**src/rtl/isa_pkg.sv**
```systemverilog
// ISA constants, field positions and FSM state encoding
// shared by the fetch/decode sequencer and its field decoder.
package isa_pkg;

  localparam int ILEN          = 16;
  localparam int FETCH_TIMEOUT = 8;
  localparam int TO_W          = $clog2(FETCH_TIMEOUT + 1);

  localparam logic [3:0] OP_LD     = 4'h0;
  localparam logic [3:0] OP_ST     = 4'h1;
  localparam logic [3:0] OP_ALU_LO = 4'h2;
  localparam logic [3:0] OP_ALU_HI = 4'h8;
  localparam logic [3:0] OP_BEQ    = 4'hB;
  localparam logic [3:0] OP_BNE    = 4'hC;
  localparam logic [3:0] OP_JMP    = 4'hD;

  localparam int OP_HI  = 15;
  localparam int OP_LO  = 12;
  localparam int RA_HI  = 11;
  localparam int RA_LO  = 9;
  localparam int RB_HI  = 8;
  localparam int RB_LO  = 6;
  localparam int RC_HI  = 5;
  localparam int RC_LO  = 3;
  localparam int IMM_HI = 5;
  localparam int J_HI   = 11;

  typedef enum logic [2:0] {
    S_IDLE,
    S_FETCH_CLR,
    S_FETCH_REQ,
    S_DECODE,
    S_EXEC,
    S_BR_EVAL,
    S_REDIRECT,
    S_HALT
  } state_e;

  typedef struct packed {
    logic [3:0] alu_op;
    logic [2:0] rs1;
    logic [2:0] rs2;
    logic [2:0] rd;
    logic [5:0] imm6;
    logic       reg_write;
    logic       mem_read;
    logic       mem_write;
  } fld_t;

  typedef struct packed {
    fld_t fld;
    logic is_branch;
    logic is_bne;
    logic is_jump;
    logic is_illegal;
  } dec_t;

endpackage

```
**src/rtl/instr_decode_ctrl_if.sv**
```systemverilog
// Instruction memory port: fetch/reset strobes, returned word
// and the branch/jump PC-redirect handshake.
interface instr_decode_ctrl_if;
  import isa_pkg::*;

  logic            read_instruction;
  logic            reset_imem;
  logic [ILEN-1:0] imem_instr;
  logic            imem_complete;
  logic            imem_pc_set;
  logic            branch_execute;
  logic            jump_execute;
  logic [5:0]      branch_offset;
  logic [11:0]     jump_offset;

  modport master (
    output read_instruction,
    output reset_imem,
    output branch_execute,
    output jump_execute,
    output branch_offset,
    output jump_offset,
    input  imem_instr,
    input  imem_complete,
    input  imem_pc_set
  );

  modport slave (
    input  read_instruction,
    input  reset_imem,
    input  branch_execute,
    input  jump_execute,
    input  branch_offset,
    input  jump_offset,
    output imem_instr,
    output imem_complete,
    output imem_pc_set
  );

endinterface

```
**src/rtl/instr_field_decode.sv**
```systemverilog
// Combinational map from instruction word to control fields.
// Fields an opcode does not use stay 0.
module instr_field_decode
  import isa_pkg::*;
(
  input  logic [ILEN-1:0] ir_i,
  output dec_t            dec_o
);

  logic [3:0] op;
  logic       is_ld;
  logic       is_st;
  logic       is_alu;
  logic       is_br;
  logic       is_jmp;

  assign op     = ir_i[OP_HI:OP_LO];
  assign is_ld  = (op == OP_LD);
  assign is_st  = (op == OP_ST);
  assign is_alu = (op >= OP_ALU_LO) && (op <= OP_ALU_HI);
  assign is_br  = (op == OP_BEQ) || (op == OP_BNE);
  assign is_jmp = (op == OP_JMP);

  // One opcode class at a time selects which fields are driven
  always_comb begin
    dec_o = '0;
    unique case (1'b1)
      is_ld: begin
        dec_o.fld.rs1       = ir_i[RA_HI:RA_LO];
        dec_o.fld.rd        = ir_i[RB_HI:RB_LO];
        dec_o.fld.imm6      = ir_i[IMM_HI:0];
        dec_o.fld.mem_read  = 1'b1;
        dec_o.fld.reg_write = 1'b1;
      end
      is_st: begin
        dec_o.fld.rs1       = ir_i[RA_HI:RA_LO];
        dec_o.fld.rs2       = ir_i[RB_HI:RB_LO];
        dec_o.fld.imm6      = ir_i[IMM_HI:0];
        dec_o.fld.mem_write = 1'b1;
      end
      is_alu: begin
        dec_o.fld.rs1       = ir_i[RA_HI:RA_LO];
        dec_o.fld.rs2       = ir_i[RB_HI:RB_LO];
        dec_o.fld.rd        = ir_i[RC_HI:RC_LO];
        dec_o.fld.alu_op    = op;
        dec_o.fld.reg_write = 1'b1;
      end
      is_br: begin
        dec_o.fld.rs1  = ir_i[RA_HI:RA_LO];
        dec_o.fld.rs2  = ir_i[RB_HI:RB_LO];
        dec_o.fld.imm6 = ir_i[IMM_HI:0];
        dec_o.is_branch = 1'b1;
        dec_o.is_bne    = (op == OP_BNE);
      end
      is_jmp: begin
        dec_o.is_jump = 1'b1;
      end
      default: begin
        dec_o.is_illegal = 1'b1;
      end
    endcase
  end

endmodule

```
**src/rtl/instr_decode_ctrl.sv**
```systemverilog
// Fetch/decode sequencer for the 16-bit core, all outputs registered.
// ILLEGAL_TRAP_EN: illegal opcodes halt and set illegal (else NOP).
module instr_decode_ctrl
  import isa_pkg::*;
(
  input  logic                clk,
  input  logic                rst,
  input  logic                start_i,
  input  logic                cmp_valid_i,
  input  logic                cmp_eq_i,
  input  logic                exec_done_i,
  instr_decode_ctrl_if.master imem,
  output logic [ILEN-1:0]     ir_o,
  output logic                uop_valid_o,
  output logic [3:0]          alu_op_o,
  output logic [2:0]          rs1_o,
  output logic [2:0]          rs2_o,
  output logic [2:0]          rd_o,
  output logic [5:0]          imm6_o,
  output logic                reg_write_o,
  output logic                mem_read_o,
  output logic                mem_write_o,
  output logic                halted_o,
  output logic                illegal_o,
  output logic [15:0]         instr_count_o
);

  localparam logic [TO_W-1:0] TO_LAST = TO_W'(FETCH_TIMEOUT - 1);

  state_e          state_q;
  logic [ILEN-1:0] ir_q;
  fld_t            fld_q;
  logic            is_bne_q;
  logic            uop_valid_q;
  logic            rd_instr_q;
  logic            rst_imem_q;
  logic            br_exec_q;
  logic            jmp_exec_q;
  logic [5:0]      br_off_q;
  logic [11:0]     jmp_off_q;
  logic            halted_q;
  logic            illegal_q;
  logic [15:0]     count_q;
  logic [15:0]     count_d;
  logic [TO_W-1:0] to_cnt_q;
  logic [TO_W-1:0] to_cnt_d;
  dec_t            dec;

  instr_field_decode u_dec (
    .ir_i  (ir_q),
    .dec_o (dec)
  );

  assign count_d  = count_q + 16'd1;
  assign to_cnt_d = to_cnt_q + TO_W'(1);

  // Sequencer: every output is a register updated on state transitions
  always_ff @(posedge clk or posedge rst) begin
    if (rst) begin
      state_q     <= S_IDLE;
      ir_q        <= '0;
      fld_q       <= '0;
      is_bne_q    <= 1'b0;
      uop_valid_q <= 1'b0;
      rd_instr_q  <= 1'b0;
      rst_imem_q  <= 1'b0;
      br_exec_q   <= 1'b0;
      jmp_exec_q  <= 1'b0;
      br_off_q    <= '0;
      jmp_off_q   <= '0;
      halted_q    <= 1'b0;
      illegal_q   <= 1'b0;
      count_q     <= '0;
      to_cnt_q    <= '0;
    end else begin
      unique case (state_q)
        S_IDLE: begin
          if (start_i) begin
            rst_imem_q <= 1'b1;
            state_q    <= S_FETCH_CLR;
          end
        end
        S_FETCH_CLR: begin
          rst_imem_q <= 1'b0;
          rd_instr_q <= 1'b1;
          to_cnt_q   <= '0;
          state_q    <= S_FETCH_REQ;
        end
        S_FETCH_REQ: begin
          if (imem.imem_complete) begin
            ir_q       <= imem.imem_instr;
            rd_instr_q <= 1'b0;
            state_q    <= S_DECODE;
          end else if (to_cnt_q == TO_LAST) begin
            rd_instr_q <= 1'b0;
            halted_q   <= 1'b1;
            state_q    <= S_HALT;
          end else begin
            to_cnt_q <= to_cnt_d;
          end
        end
        S_DECODE: begin
          fld_q    <= dec.fld;
          is_bne_q <= dec.is_bne;
          br_off_q <= dec.is_branch ? ir_q[IMM_HI:0] : 6'd0;
          jmp_off_q <= dec.is_jump ? ir_q[J_HI:0] : 12'd0;
          unique case (1'b1)
            dec.is_jump: begin
              jmp_exec_q <= 1'b1;
              state_q    <= S_REDIRECT;
            end
            dec.is_branch: begin
              uop_valid_q <= 1'b1;
              state_q     <= S_BR_EVAL;
            end
            dec.is_illegal: begin
`ifdef ILLEGAL_TRAP_EN
              halted_q  <= 1'b1;
              illegal_q <= 1'b1;
              state_q   <= S_HALT;
`else
              count_q    <= count_d;
              rst_imem_q <= 1'b1;
              state_q    <= S_FETCH_CLR;
`endif
            end
            default: begin
              uop_valid_q <= 1'b1;
              state_q     <= S_EXEC;
            end
          endcase
        end
        S_EXEC: begin
          if (exec_done_i) begin
            count_q     <= count_d;
            fld_q       <= '0;
            uop_valid_q <= 1'b0;
            rst_imem_q  <= 1'b1;
            state_q     <= S_FETCH_CLR;
          end
        end
        S_BR_EVAL: begin
          if (cmp_valid_i) begin
            uop_valid_q <= 1'b0;
            if (is_bne_q ^ cmp_eq_i) begin
              br_exec_q <= 1'b1;
              state_q   <= S_REDIRECT;
            end else begin
              count_q    <= count_d;
              fld_q      <= '0;
              br_off_q   <= '0;
              rst_imem_q <= 1'b1;
              state_q    <= S_FETCH_CLR;
            end
          end
        end
        S_REDIRECT: begin
          if (br_exec_q || jmp_exec_q) begin
            br_exec_q  <= 1'b0;
            jmp_exec_q <= 1'b0;
          end else if (imem.imem_pc_set) begin
            count_q    <= count_d;
            fld_q      <= '0;
            br_off_q   <= '0;
            jmp_off_q  <= '0;
            rst_imem_q <= 1'b1;
            state_q    <= S_FETCH_CLR;
          end
        end
        S_HALT: begin
          if (start_i) begin
            halted_q   <= 1'b0;
            illegal_q  <= 1'b0;
            rst_imem_q <= 1'b1;
            state_q    <= S_FETCH_CLR;
          end
        end
        default: state_q <= S_IDLE;
      endcase
    end
  end

  assign imem.read_instruction = rd_instr_q;
  assign imem.reset_imem       = rst_imem_q;
  assign imem.branch_execute   = br_exec_q;
  assign imem.jump_execute     = jmp_exec_q;
  assign imem.branch_offset    = br_off_q;
  assign imem.jump_offset      = jmp_off_q;

  assign ir_o          = ir_q;
  assign uop_valid_o   = uop_valid_q;
  assign alu_op_o      = fld_q.alu_op;
  assign rs1_o         = fld_q.rs1;
  assign rs2_o         = fld_q.rs2;
  assign rd_o          = fld_q.rd;
  assign imm6_o        = fld_q.imm6;
  assign reg_write_o   = fld_q.reg_write;
  assign mem_read_o    = fld_q.mem_read;
  assign mem_write_o   = fld_q.mem_write;
  assign halted_o      = halted_q;
  assign illegal_o     = illegal_q;
  assign instr_count_o = count_q;

endmodule

```
**src/flat_wrapper.sv**
```systemverilog
// flat-port wrapper written by rule: the top's interface ports become plain ports
module instr_decode_ctrl_flat import isa_pkg::*;
  (clk, rst, start_i, cmp_valid_i, cmp_eq_i, exec_done_i, ir_o, uop_valid_o, alu_op_o, rs1_o, rs2_o, rd_o, imm6_o, reg_write_o, mem_read_o, mem_write_o, halted_o, illegal_o, instr_count_o, imem_read_instruction, imem_reset_imem, imem_branch_execute, imem_jump_execute, imem_branch_offset, imem_jump_offset, imem_imem_instr, imem_imem_complete, imem_imem_pc_set);
  instr_decode_ctrl_if imem_i ();
  input  logic clk;
  input  logic rst;
  input  logic start_i;
  input  logic cmp_valid_i;
  input  logic cmp_eq_i;
  input  logic exec_done_i;
  output logic [ILEN-1:0] ir_o;
  output logic uop_valid_o;
  output logic [3:0] alu_op_o;
  output logic [2:0] rs1_o;
  output logic [2:0] rs2_o;
  output logic [2:0] rd_o;
  output logic [5:0] imm6_o;
  output logic reg_write_o;
  output logic mem_read_o;
  output logic mem_write_o;
  output logic halted_o;
  output logic illegal_o;
  output logic [15:0] instr_count_o;
  output wire logic [$bits(imem_i.read_instruction)-1:0] imem_read_instruction;
  output wire logic [$bits(imem_i.reset_imem)-1:0] imem_reset_imem;
  output wire logic [$bits(imem_i.branch_execute)-1:0] imem_branch_execute;
  output wire logic [$bits(imem_i.jump_execute)-1:0] imem_jump_execute;
  output wire logic [$bits(imem_i.branch_offset)-1:0] imem_branch_offset;
  output wire logic [$bits(imem_i.jump_offset)-1:0] imem_jump_offset;
  input wire logic [$bits(imem_i.imem_instr)-1:0] imem_imem_instr;
  input wire logic [$bits(imem_i.imem_complete)-1:0] imem_imem_complete;
  input wire logic [$bits(imem_i.imem_pc_set)-1:0] imem_imem_pc_set;
  assign imem_read_instruction = imem_i.read_instruction;
  assign imem_reset_imem = imem_i.reset_imem;
  assign imem_branch_execute = imem_i.branch_execute;
  assign imem_jump_execute = imem_i.jump_execute;
  assign imem_branch_offset = imem_i.branch_offset;
  assign imem_jump_offset = imem_i.jump_offset;
  assign imem_i.imem_instr = imem_imem_instr;
  assign imem_i.imem_complete = imem_imem_complete;
  assign imem_i.imem_pc_set = imem_imem_pc_set;
  instr_decode_ctrl u_core (.clk(clk), .rst(rst), .start_i(start_i), .cmp_valid_i(cmp_valid_i), .cmp_eq_i(cmp_eq_i), .exec_done_i(exec_done_i), .imem(imem_i), .ir_o(ir_o), .uop_valid_o(uop_valid_o), .alu_op_o(alu_op_o), .rs1_o(rs1_o), .rs2_o(rs2_o), .rd_o(rd_o), .imm6_o(imm6_o), .reg_write_o(reg_write_o), .mem_read_o(mem_read_o), .mem_write_o(mem_write_o), .halted_o(halted_o), .illegal_o(illegal_o), .instr_count_o(instr_count_o));
endmodule
```
**config.mk**
```make
export PLATFORM = sky130hd
export DESIGN_NAME = instr_decode_ctrl_flat
export DESIGN_NICKNAME = d
export VERILOG_FILES = /design/src/rtl/isa_pkg.sv /design/src/rtl/instr_decode_ctrl_if.sv /design/src/rtl/instr_field_decode.sv /design/src/rtl/instr_decode_ctrl.sv /design/src/flat_wrapper.sv
export SDC_FILE = /design/constraint.sdc
export NUM_CORES = 1
export LEC_CHECK = 0
export ABC_CLOCK_PERIOD_IN_PS = 5600
export CAP_MARGIN = 20
export CORE_UTILIZATION = 30
export DETAILED_ROUTE_END_ITERATION = 6
export GPL_ROUTABILITY_DRIVEN = 0
export GPL_TIMING_DRIVEN = 1
export PLACE_DENSITY_LB_ADDON = 0.1
export RECOVER_POWER = 100
export SLEW_MARGIN = 20
export SYNTH_ARGS = -nofsm -noshare
export SYNTH_HDL_FRONTEND = slang
export SYNTH_SLANG_ARGS = --single-unit
export TNS_END_PERCENT = 50
```
**constraint.sdc**
```tcl
create_clock -name clk -period 5.6 [get_ports clk]
set_input_delay 0.56 -clock clk [delete_from_list [all_inputs] [get_ports clk]]
set_output_delay 0.56 -clock clk [all_outputs]
set_load 0.02 [all_outputs]
```
Word-level counts from Yosys, hierarchy flattened
Index checks and enable logic that the tools add are counted.
{"block": "totals", "register_bits": 86, "output_inout_bits": 79}
{"block": "classes", "add_sub_neg": 2, "magnitude_cmp": 2, "n_eq_ne": 28, "mux": 72, "bitwise": 1, "n_reduce_logical": 33}
{"cell": "22-bit two-way mux", "n": 5}
{"cell": "16-bit two-way mux", "n": 6}
{"cell": "22-bit case mux with 4 select lines", "n": 1}
{"cell": "16-bit case mux with 4 select lines", "n": 1}
{"cell": "12-bit two-way mux", "n": 3}
{"cell": "6-bit two-way mux", "n": 6}
{"cell": "3-bit two-way mux", "n": 10}
{"cell": "1-bit two-way mux", "n": 24}
{"cell": "12-bit case mux with 2 select lines", "n": 1}
{"cell": "3-bit case mux with 7 select lines", "n": 1}
{"cell": "2-bit != test (second input constant)", "n": 10}
{"cell": "6-bit case mux with 3 select lines", "n": 1}
{"cell": "16-bit by 1-bit adder with 16-bit output (second input constant)", "n": 1}
{"cell": "3-bit == test (second input constant)", "n": 4}
{"cell": "4-bit == test (second input constant)", "n": 3}
{"cell": "4-bit two-way mux", "n": 3}
{"cell": "4-bit AND reduction", "n": 3}
{"cell": "6-bit AND reduction", "n": 2}
{"cell": "2-bit by 1-bit != test with 1-bit output (second input constant)", "n": 5}
{"cell": "3-bit case mux with 3 select lines", "n": 1}
{"cell": "3-bit AND reduction", "n": 3}
{"cell": "1-bit case mux with 2 select lines", "n": 4}
{"cell": "4-bit case mux with 2 select lines", "n": 1}
{"cell": "8-bit AND reduction", "n": 1}
{"cell": "other kinds (28)", "n": 38}

Logic depth before layout (Yosys ltp)
Gate-level depths: netlist (run 1).
{"block": "logic_depth", "ltp_word": 7, "depth_mapped": 7, "mapped_depth_nobuf": 6}

Hierarchy
From an unflattened synthesis (run 1), not the netlist that was laid out.
{"block": "unflattened", "cells_unflattened": 452, "hier_area_um2": 4317.9}
{"module": "instr_decode_ctrl", "n_inst": 1, "cells_per_inst": 398, "area_each_um2": 3961.3}
{"module": "instr_field_decode", "n_inst": 1, "cells_per_inst": 54, "area_each_um2": 356.6}

Least setup slack after synthesis (run 1)
OpenSTA, ideal clock, no wires.
{"block": "synth_timing", "path_kind": "input to register", "start": "in cmp_eq_i", "end": "reg u_core.fld_q (netlist bit u_core.imm6_o[3])", "setup_ns": 0.121, "t_arrival_ns": 1.737, "required_ns": 5.479, "slack_ns": 3.742, "cell_stages": 6, "cell_sequence": "xor2_1 -> o221a_4 -> or2_1 -> buf_4 -> buf_6 -> a22o_1"}
{"block": "synth_between", "elab_chain_len": 3}
{"element": "from (decl)", "line_no": "flat_wrapper.sv:9", "text": "input logic cmp_eq_i;"}
{"element": "1-bit bitwise XOR", "line_no": "instr_decode_ctrl.sv:145", "text": "if (is_bne_q ^ cmp_eq_i) begin"}
{"element": "2-bit != test (no line)"}
{"element": "6-bit AND reduction (no line)"}
{"element": "to (signal assigned)", "line_no": "instr_decode_ctrl.sv:103", "text": "fld_q <= dec.fld;"}
{"element": "to (decl)", "line_no": "instr_decode_ctrl.sv:32", "text": "fld_t fld_q;"}
Every way passes these cells.
A chain may end at the register's enable or synchronous reset.

Final worst setup path (run 1)
{"block": "layout_timing", "start": "reg u_core.state_q[0]", "end": "reg u_core.fld_q (netlist bit u_core.rs2_o[2])"}
{"block": "layout_between", "elab_chain_len": 3}
{"element": "from (decl)", "line_no": "instr_decode_ctrl.sv:30", "text": "state_e state_q;"}
{"element": "from (signal assigned)", "line_no": "instr_decode_ctrl.sv:60", "text": "state_q <= S_IDLE;"}
{"element": "from (signal assigned)", "line_no": "instr_decode_ctrl.sv:80", "text": "state_q <= S_FETCH_CLR;"}
{"element": "from (signal assigned)", "line_no": "instr_decode_ctrl.sv:87", "text": "state_q <= S_FETCH_REQ;"}
{"element": "3-bit == test or 3-bit by 2-bit == test with 1-bit output (tied branches)", "line_no": "instr_decode_ctrl.sv:76", "text": "unique case (state_q)"}
{"element": "2-bit != test (no line) or 4-bit nonzero test (tied branches)"}
{"element": "6-bit AND reduction (no line)"}
Parallel ways exist; a longest one is shown, timed or not.

==> summary.txt, run 1 <==
SYNTHESIS
----------------------------------------------------------------------------------------
Largest area contributor in the synthesized netlist                              dfrtp_1
Net count after synthesis                                                            409
Share of flip-flops with an asynchronous set or reset after synthesis               100%
Post-Synthesis Mean Instance Area                                               10.5 µm²
Leading register cell type out of synthesis                                      dfrtp_1
Biggest area contributors in the synthesized netlist                        dfrtp_1 (53%), nand2_1 (5.9%), mux2_2 (4.7%), o21ai_0 (4.3%), xnor2_1 (3.0%)
Flip-flop and latch count after synthesis                                             86
Distinct cell type count of the synthesized netlist                                   63
Mapped Cells                                                                         383
Synthesized cell area                                                           4040 µm²
Sequential share of the synthesized area                                           53.3%
Count of flip-flops with a built-in enable after synthesis                             0
Yosys top cell area share                                                          53.3%
Yosys warning total                                                                    0

STA
----------------------------------------------------------------------------------------
Transition time of the tightest slew-check pin                                   2.53 ns
Peak clock frequency supported by timing                                       0.285 GHz
Number of setup violations in the final report                                         0
Final period util                                                                  62.6%
Final clock skew                                                              0.00737 ns
Final total negative setup slack                                                    0 ns
Setup repair after global routing missed its margin                                   no
Final Hold Vio Count                                                                   0
Rel. slew slack                                                                   -69.3%
Final Max Slew Viols                                                                  94
Final critical-path required period                                              3.51 ns

PLACE
----------------------------------------------------------------------------------------
Total half-perimeter wirelength after legalization and detailed placement        7330 µm
Port buffer count                                                                    101
Number of instances in the placed design                                             641

RUN STATUS
----------------------------------------------------------------------------------------
Outcome                                                                     finished with violations
Failing checks                                                              max-capacitance violations, max-slew violations

ROUTE
----------------------------------------------------------------------------------------
Vias per cell                                                                       4.77
DRC                                                                                    0
Remaining antenna violation count after routing                                        0
Total iterations of the first detailed-routing run                                     4
WL per Instance                                                                  16.0 µm
Detailed-route wire length                                                      10500 µm
DRT iter0 DRCs                                                                       195
Overall via count from detail_route                                                 3122

CLOCKING
----------------------------------------------------------------------------------------
Clock Sink Count                                                                      86
Maximum level of the CTS H-tree                                                        3
CTS clk-pin slew, worst paths                                                    0.06 ns
Skew-Pair Late Insertion Delay                                                   0.34 ns
Quantity of hold-fixing buffers added after cts                                        0
Clock tree from TritonCTS                                                          built
Number of gates resized after cts                                                      0
Clock Tree Root                                                                clkbuf_16
Maximum number of buffers from clock root to sink                                      2
Post CTS Setup Buffer Count                                                            0
Number of buffers added by the clock tree synthesis step                               9

GRT
----------------------------------------------------------------------------------------
Largest net degree at the start of global routing                                     58
Number of antenna violations at the first check in global routing                      0
Wire length of the first global-routing pass                                    16900 µm
Via count of the first global-routing pass                                          3082
Congestion Overflow GR                                                                 0
GRT Total Usage                                                                    15.8%

POWER
----------------------------------------------------------------------------------------
Leak pwr                                                                      0.00240 µW
Power Dens Cells                                                              564 nW/µm²
Maximum VDD drop                                                              0.000200 V

FLOORPLAN
----------------------------------------------------------------------------------------
Die width                                                                         118 µm
Initial cell density of the core                                                   30.6%
Number of top-level pins                                                             103
Area of the die                                                                13900 µm²
Core Region                                                                    13200 µm²
FP Rows                                                                               42
Vert. Die Dim                                                                     118 µm

WORST SETUP PATH
----------------------------------------------------------------------------------------
CP Data Required Time                                                            5.83 ns
Critical path depth in cells                                                           5
Number of buffer and inverter stages on the critical path                              0
Arrival time at the worst endpoint                                               3.73 ns
Family of cells with the greatest summed delay on the critical path         simple AND/OR/NAND/NOR gates
Worst-case reg-to-reg path depth                                                       5
Crit-path max FO                                                                      35
Maximum single-stage delay on the critical path                                  1.32 ns
Chain of cells forming the critical path                                    mux2_1 > o22ai_1 > or2_0 > nor2_1 > a22o_1
Element type at the critical path start                                         register
Critical path capture point type                                                register
CP max stage cell                                                                  or2_0
Worst Path Class, Setup                                                       reg -> reg

MIN PATH
----------------------------------------------------------------------------------------
Worst hold stages                                                                      1
Worst hold path type                                                          reg -> reg

LAYOUT
----------------------------------------------------------------------------------------
Number of diodes                                                                       0
Post-route non-filler standard cell count                                            655
Number of nets in the layout                                                         502
Share of layout cells above drive strength 1                                       8.56%
Area overhead of the layout relative to synthesis                                  33.3%

JOB
----------------------------------------------------------------------------------------
Max-cap violation count                                                                2

[per-stage QoR]
step | utilization, % | hold WS (ns) | cell area (µm²) | power (µW) | setup slack, ns
after floorplan | - | 0.468 | 4040 | 2060 | 2.82
after global placement | 39.4 | 0.462 | 5190 | 2600 | 2.53
after detailed placement | 39.4 | 0.468 | 5190 | 2610 | 2.44
after CTS | 41.6 | 0.477 | 5480 | 3220 | 2.55
after global routing | 40.8 | 0.479 | 5380 | 3250 | 1.75
final | 40.8 | 0.462 | 5380 | 3040 | 2.09
[synth_stat cells (2+ instances only)]
cell and number:
a211oi_2 2, a21oi_1 13, a22o_1 9, a22oi_1 3
a31oi_1 6, and3_1 4, buf_2 8, buf_4 3
clkbuf_1 8, dfrtp_1 86, ha_1 2, inv_1 13
mux2_2 17, mux2i_1 6, nand2_1 64, nand2b_1 4
nand3_1 7, nand3b_1 4, nand4_1 5, nor2_1 18
nor2b_1 2, nor3_1 5, nor4_4 2, o21ai_0 35
o21ai_1 2, or2_2 2, xnor2_1 14, xor2_1 4
[registers in the layout, indices dropped and copies added (netlist names)]
name	cells
u_core.imem.reset_imem	1
u_core.imem.jump_offset	12
u_core.to_cnt_q	4
u_core.halted_o	1
u_core.instr_count_o	16
u_core.imm6_o	6
u_core.mem_write_o	1
u_core.alu_op_o	4
u_core.imem.branch_offset	6
u_core.ir_o	16
u_core.imem.read_instruction	1
u_core.imem.jump_execute	1
u_core.state_q	3
u_core.rs2_o	3
u_core.reg_write_o	1
u_core.is_bne_q	1
u_core.mem_read_o	1
u_core.rs1_o	3
u_core.uop_valid_o	1
u_core.imem.branch_execute	1
u_core.rd_o	3
[layout by cell type, fill, tap and decap left out, types with 5 or more instances in the layout]
cell type / count
nand2_1: 64
clkdlybuf4s50_1: 22
mux2i_1: 6
a22o_1: 9
xnor2_1: 14
mux2_2: 16
nand4_1: 5
clkbuf_16: 9
dfrtp_1: 86
a21oi_1: 13
nand3_1: 7
nor2_1: 18
inv_1: 12
o21ai_0: 37
a31oi_1: 6
nor3_1: 6
dlygate4sd3_1: 79
[area by class of cell]
type / count / area [µm²]
Clock inverter: 3 / 46.3
Fill cell: 1291 / 7810
Sequential cell: 86 / 2150
Tap cell: 176 / 220
Timing Repair Buffer: 103 / 1020
Clock buffer: 11 / 243
Inverter: 13 / 50.0
Multi-Input combinational cell: 263 / 1650
[path summary, 6_finish.rpt]
kind,end,slack (ns),from
min in group asynchronous,u_core.instr_count_o[7],1.36,rst
max in group asynchronous,u_core.mem_write_o,2.91,rst
min reg2reg,u_core.instr_count_o[15],0.46,u_core.instr_count_o[15]
min,u_core.instr_count_o[15],0.46,u_core.instr_count_o[15]
max reg2reg,u_core.rs2_o[2],2.09,u_core.state_q[0]
max,u_core.rs2_o[2],2.09,u_core.state_q[0]
[metal layers]
metal / part of all wire, % / up-vias / global-route usage, %
met1: 51 / 1504 / 22.4
met2: 44 / 76 / 23.4
met3: 4.0 / 11 / 3.34
met4: 1.4 / 0 / 6.25
li1: - / 1531 / -
met5: 0 / - / 0
[logic make-up after synthesis]
logic type / Yosys count / synth area share, %
other cells: 1 / 0.0929
mux: 23 / 6.23
buf+inv: 34 / 3.87
xor+xnor: 18 / 3.90
flops: 86 / 53.3
fa+ha+maj: 2 / 0.620
simple gates: 133 / 17.4
compound gates: 86 / 14.6
[report_power, final]
group / leakage [µW] / internal [µW] / total (µW) / switching, µW
Clock: 0.000138 / 354 / 595 / 241
Combinational: 0.00114 / 567 / 1310 / 746
Sequential: 0.00112 / 829 / 1130 / 298
Total: 0.00240 / 1750 / 3040 / 1290
No activity file was read; power rests on OpenSTA's default activity.
==> inputs of run 2 (changes only) <==
ABC_CLOCK_PERIOD_IN_PS = 3600   (was 5600)
clock period = 3.6 ns   (was 5.6 ns; I/O delays follow)
==> run 2 against run 1 <==
  * The run still ends with max-capacitance violations, max-slew violations left
  * Clock-buffer cell count up 1
  * Global-route usage increased by 0.16 points
  * Final area rose by 0.44%
  * Largest cell class unchanged
==> summary.txt, run 2 (synthesis gave the netlist of run 1 again) <==
STA
----------------------------------------------------------------------------------------
Setup repair after global routing missed its margin                                   no
Peak clock frequency supported by timing                                       0.337 GHz   +18%
Final critical-path required period                                              2.97 ns   -0.538 ns
Final period util                                                                  82.4%   +20 points
Final Hold Slack                                                                0.465 ns   +0.00383 ns
Transition time of the tightest slew-check pin                                   1.97 ns   -0.552 ns
Number of setup violations in the final report                                         0   unchanged
Rel. slew slack                                                                   -32.4%   +37 points
Final clock skew                                                              0.00744 ns   +0.0000671 ns
Final total negative setup slack                                                    0 ns   unchanged
Final Max Slew Viols                                                                  45   -52%
Post-layout worst setup margin                                                  0.632 ns   -1.46 ns
Final Hold Vio Count                                                                   0   unchanged

LAYOUT
----------------------------------------------------------------------------------------
Multi-input combinational cell area                                             1650 µm²   unchanged
Area of all sequential standard cells                                           2150 µm²   unchanged
Share of layout cells above drive strength 1                                       8.92%   +0.36 points
Most frequent cells in the layout                                           dfrtp_1 (86), dlygate4sd3_1 (79), nand2_1 (64)
Number of diodes                                                                       0   unchanged
Leading cell type in the layout, fill and taps excluded                          dfrtp_1
Fill cells                                                                          1288   -0.23%
Area overhead of the layout relative to synthesis                                  33.9%
Utilization of the core after routing                                              41.0%   +0.18 points
Number of nets in the layout                                                         503   +0.20%

GRT
----------------------------------------------------------------------------------------
GRT Total Usage                                                                    15.9%   +0.16 points
Largest net degree at the start of global routing                                     45   -22%
Via count of the first global-routing pass                                          3186   +3.4%
Wire length of the first global-routing pass                                    17300 µm   +2.2%
Number of antenna violations at the first check in global routing                      0   unchanged
Congestion Overflow GR                                                                 0   unchanged

POWER
----------------------------------------------------------------------------------------
Maximum VDD drop                                                              0.000360 V   +79%
Total Power                                                                      4780 µW   +57%
Power Dens Cells                                                              884 nW/µm²   +57%
Leak pwr                                                                      0.00241 µW   +0.52%

CLOCKING
----------------------------------------------------------------------------------------
Skew-Pair Late Insertion Delay                                                   0.34 ns   about the same
Clock Sink Count                                                                      86   unchanged
Post CTS Setup Buffer Count                                                            0   unchanged
Number of buffers added by the clock tree synthesis step                               9   unchanged
CTS clk-pin slew, worst paths                                                    0.06 ns   about the same
Maximum level of the CTS H-tree                                                        3   unchanged
Maximum number of buffers from clock root to sink                                      2   unchanged
Number of gates resized after cts                                                      0   unchanged
Clock Tree Root                                                                clkbuf_16
Clock tree from TritonCTS                                                          built
Quantity of hold-fixing buffers added after cts                                        0   unchanged

WORST SETUP PATH
----------------------------------------------------------------------------------------
Crit-path max FO                                                                      23   -34%
CP Data Required Time                                                            3.80 ns   -2.03 ns
Register-to-register setup slack                                                 0.63 ns   -1.46 ns
Family of cells with the greatest summed delay on the critical path           flip-flops
CP max stage cell                                                                dfrtp_1
Critical path capture point type                                                register
Worst-case reg-to-reg path depth                                                       5   unchanged
Element type at the critical path start                                         register
Arrival time at the worst endpoint                                               3.17 ns   -0.56 ns
Maximum single-stage delay on the critical path                                  0.77 ns   -0.55 ns
End of the worst register-to-register path                                  u_core.rs1_o[0]
Worst reg2reg startpoint                                                    u_core.state_q[0]
Critical path depth in cells                                                           5   unchanged
Worst Path Class, Setup                                                       reg -> reg
Number of buffer and inverter stages on the critical path                              1   +1
Chain of cells forming the critical path                                    mux2_1 > o22ai_1 > or2_1 > clkbuf_1 > o21ai_0

MIN PATH
----------------------------------------------------------------------------------------
Worst Min Path Start                                                        u_core.instr_count_o[15]
Worst hold path endpoint                                                    u_core.instr_count_o[15]
Worst hold path type                                                          reg -> reg
Worst hold stages                                                                      1   unchanged

RUN STATUS
----------------------------------------------------------------------------------------
Failing checks                                                              max-capacitance violations, max-slew violations
Outcome                                                                     finished with violations

JOB
----------------------------------------------------------------------------------------
Max-cap violation count                                                                1   -1

FLOORPLAN
----------------------------------------------------------------------------------------
Die width                                                                         118 µm   unchanged
Initial cell density of the core                                                   30.6%   unchanged
FP Rows                                                                               42   unchanged
Core Region                                                                    13200 µm²   unchanged
Area of the die                                                                13900 µm²   unchanged
Number of top-level pins                                                             103   unchanged
Vert. Die Dim                                                                     118 µm   unchanged

ROUTE
----------------------------------------------------------------------------------------
Vias per cell                                                                       4.77   about the same
Detailed-route wire length                                                      10500 µm   -0.13%
DRT iter0 DRCs                                                                       139   -29%
Total iterations of the first detailed-routing run                                     4   unchanged
DRC                                                                                    0   unchanged
Remaining antenna violation count after routing                                        0   unchanged
WL per Instance                                                                  15.9 µm   -0.59%
Overall via count from detail_route                                                 3137   +0.48%

PLACE
----------------------------------------------------------------------------------------
Port buffer count                                                                    101   unchanged
Total half-perimeter wirelength after legalization and detailed placement        7440 µm   +1.5%
Worst setup slack after placement                                               0.776 ns   -1.67 ns

[run 2: cell types whose count changed in the layout (fill, tap and decap cells not counted), sizes merged]
cell    previous run  this run
clkinv             1         2
buf                1         0
clkbuf            12        15
[run 2: how the worst max path moves through the flow]
stage	from	end	slack, ns
finish	u_core.state_q[0]	u_core.rs1_o[0]	0.63
global route	u_core.state_q[2]	u_core.rs1_o[2]	0.25
CTS	u_core.state_q[0]	u_core.rs1_o[0]	0.78
detailed placement	u_core.state_q[0]	u_core.rd_o[2]	0.78
global placement	u_core.state_q[0]	u_core.mem_read_o	0.88
floorplan	rst	u_core.alu_op_o[0]	1.02
[run 2: layout make-up]
type	instances	share of cell area, %
Clock buffer	12	4.75
Timing Repair Buffer	104	18.9
Tap cell	176	4.07
Clock inverter	4	1.02
Multi-Input combinational cell	263	30.5
Inverter	13	0.926
Sequential cell	86	39.8
[run 2: where the power goes]
group	switching [µW]	leakage (µW)	total (µW)	internal, µW
registers	455	0.00112	1740	1290
logic	1190	0.00114	2070	885
clock network	385	0.000149	963	578
[run 2: worst reg2reg max path: cells and delay by family (launching register included)]
| kind | cells | cell delay [ns] |
|---|---|---|
| buffers and inverters | 1 | 0.43 |
| flip-flops | 1 | 0.77 |
| multiplexers | 1 | 0.43 |
| AO/OA/AOI/OAI | 2 | 0.52 |
| AND/OR/NAND/NOR | 1 | 0.68 |
[run 2: metrics by stage]
| step | std cells | instance area, µm² |
|---|---|---|
| floorplan | 383 | 4040 |
| global placement | 642 | 5210 |
| detailed placement | 642 | 5210 |
| CTS | 658 | 5520 |
| global route | 658 | 5410 |
| finish | 658 | 5410 |
[run 2: layer usage]
| layer | vias to the layer above | track usage [%] | share of wire, % | wire length [µm] |
|---|---|---|---|---|
| met2 | 82 | 24.0 | 45 | 4670 |
| met1 | 1504 | 22.4 | 49 | 5160 |
| met4 | 0 | 6.65 | 2.1 | 218 |
| met5 | - | 0 | 0 | 0 |
| li1 | 1535 | - | - | - |
| met3 | 16 | 2.91 | 3.9 | 406 |
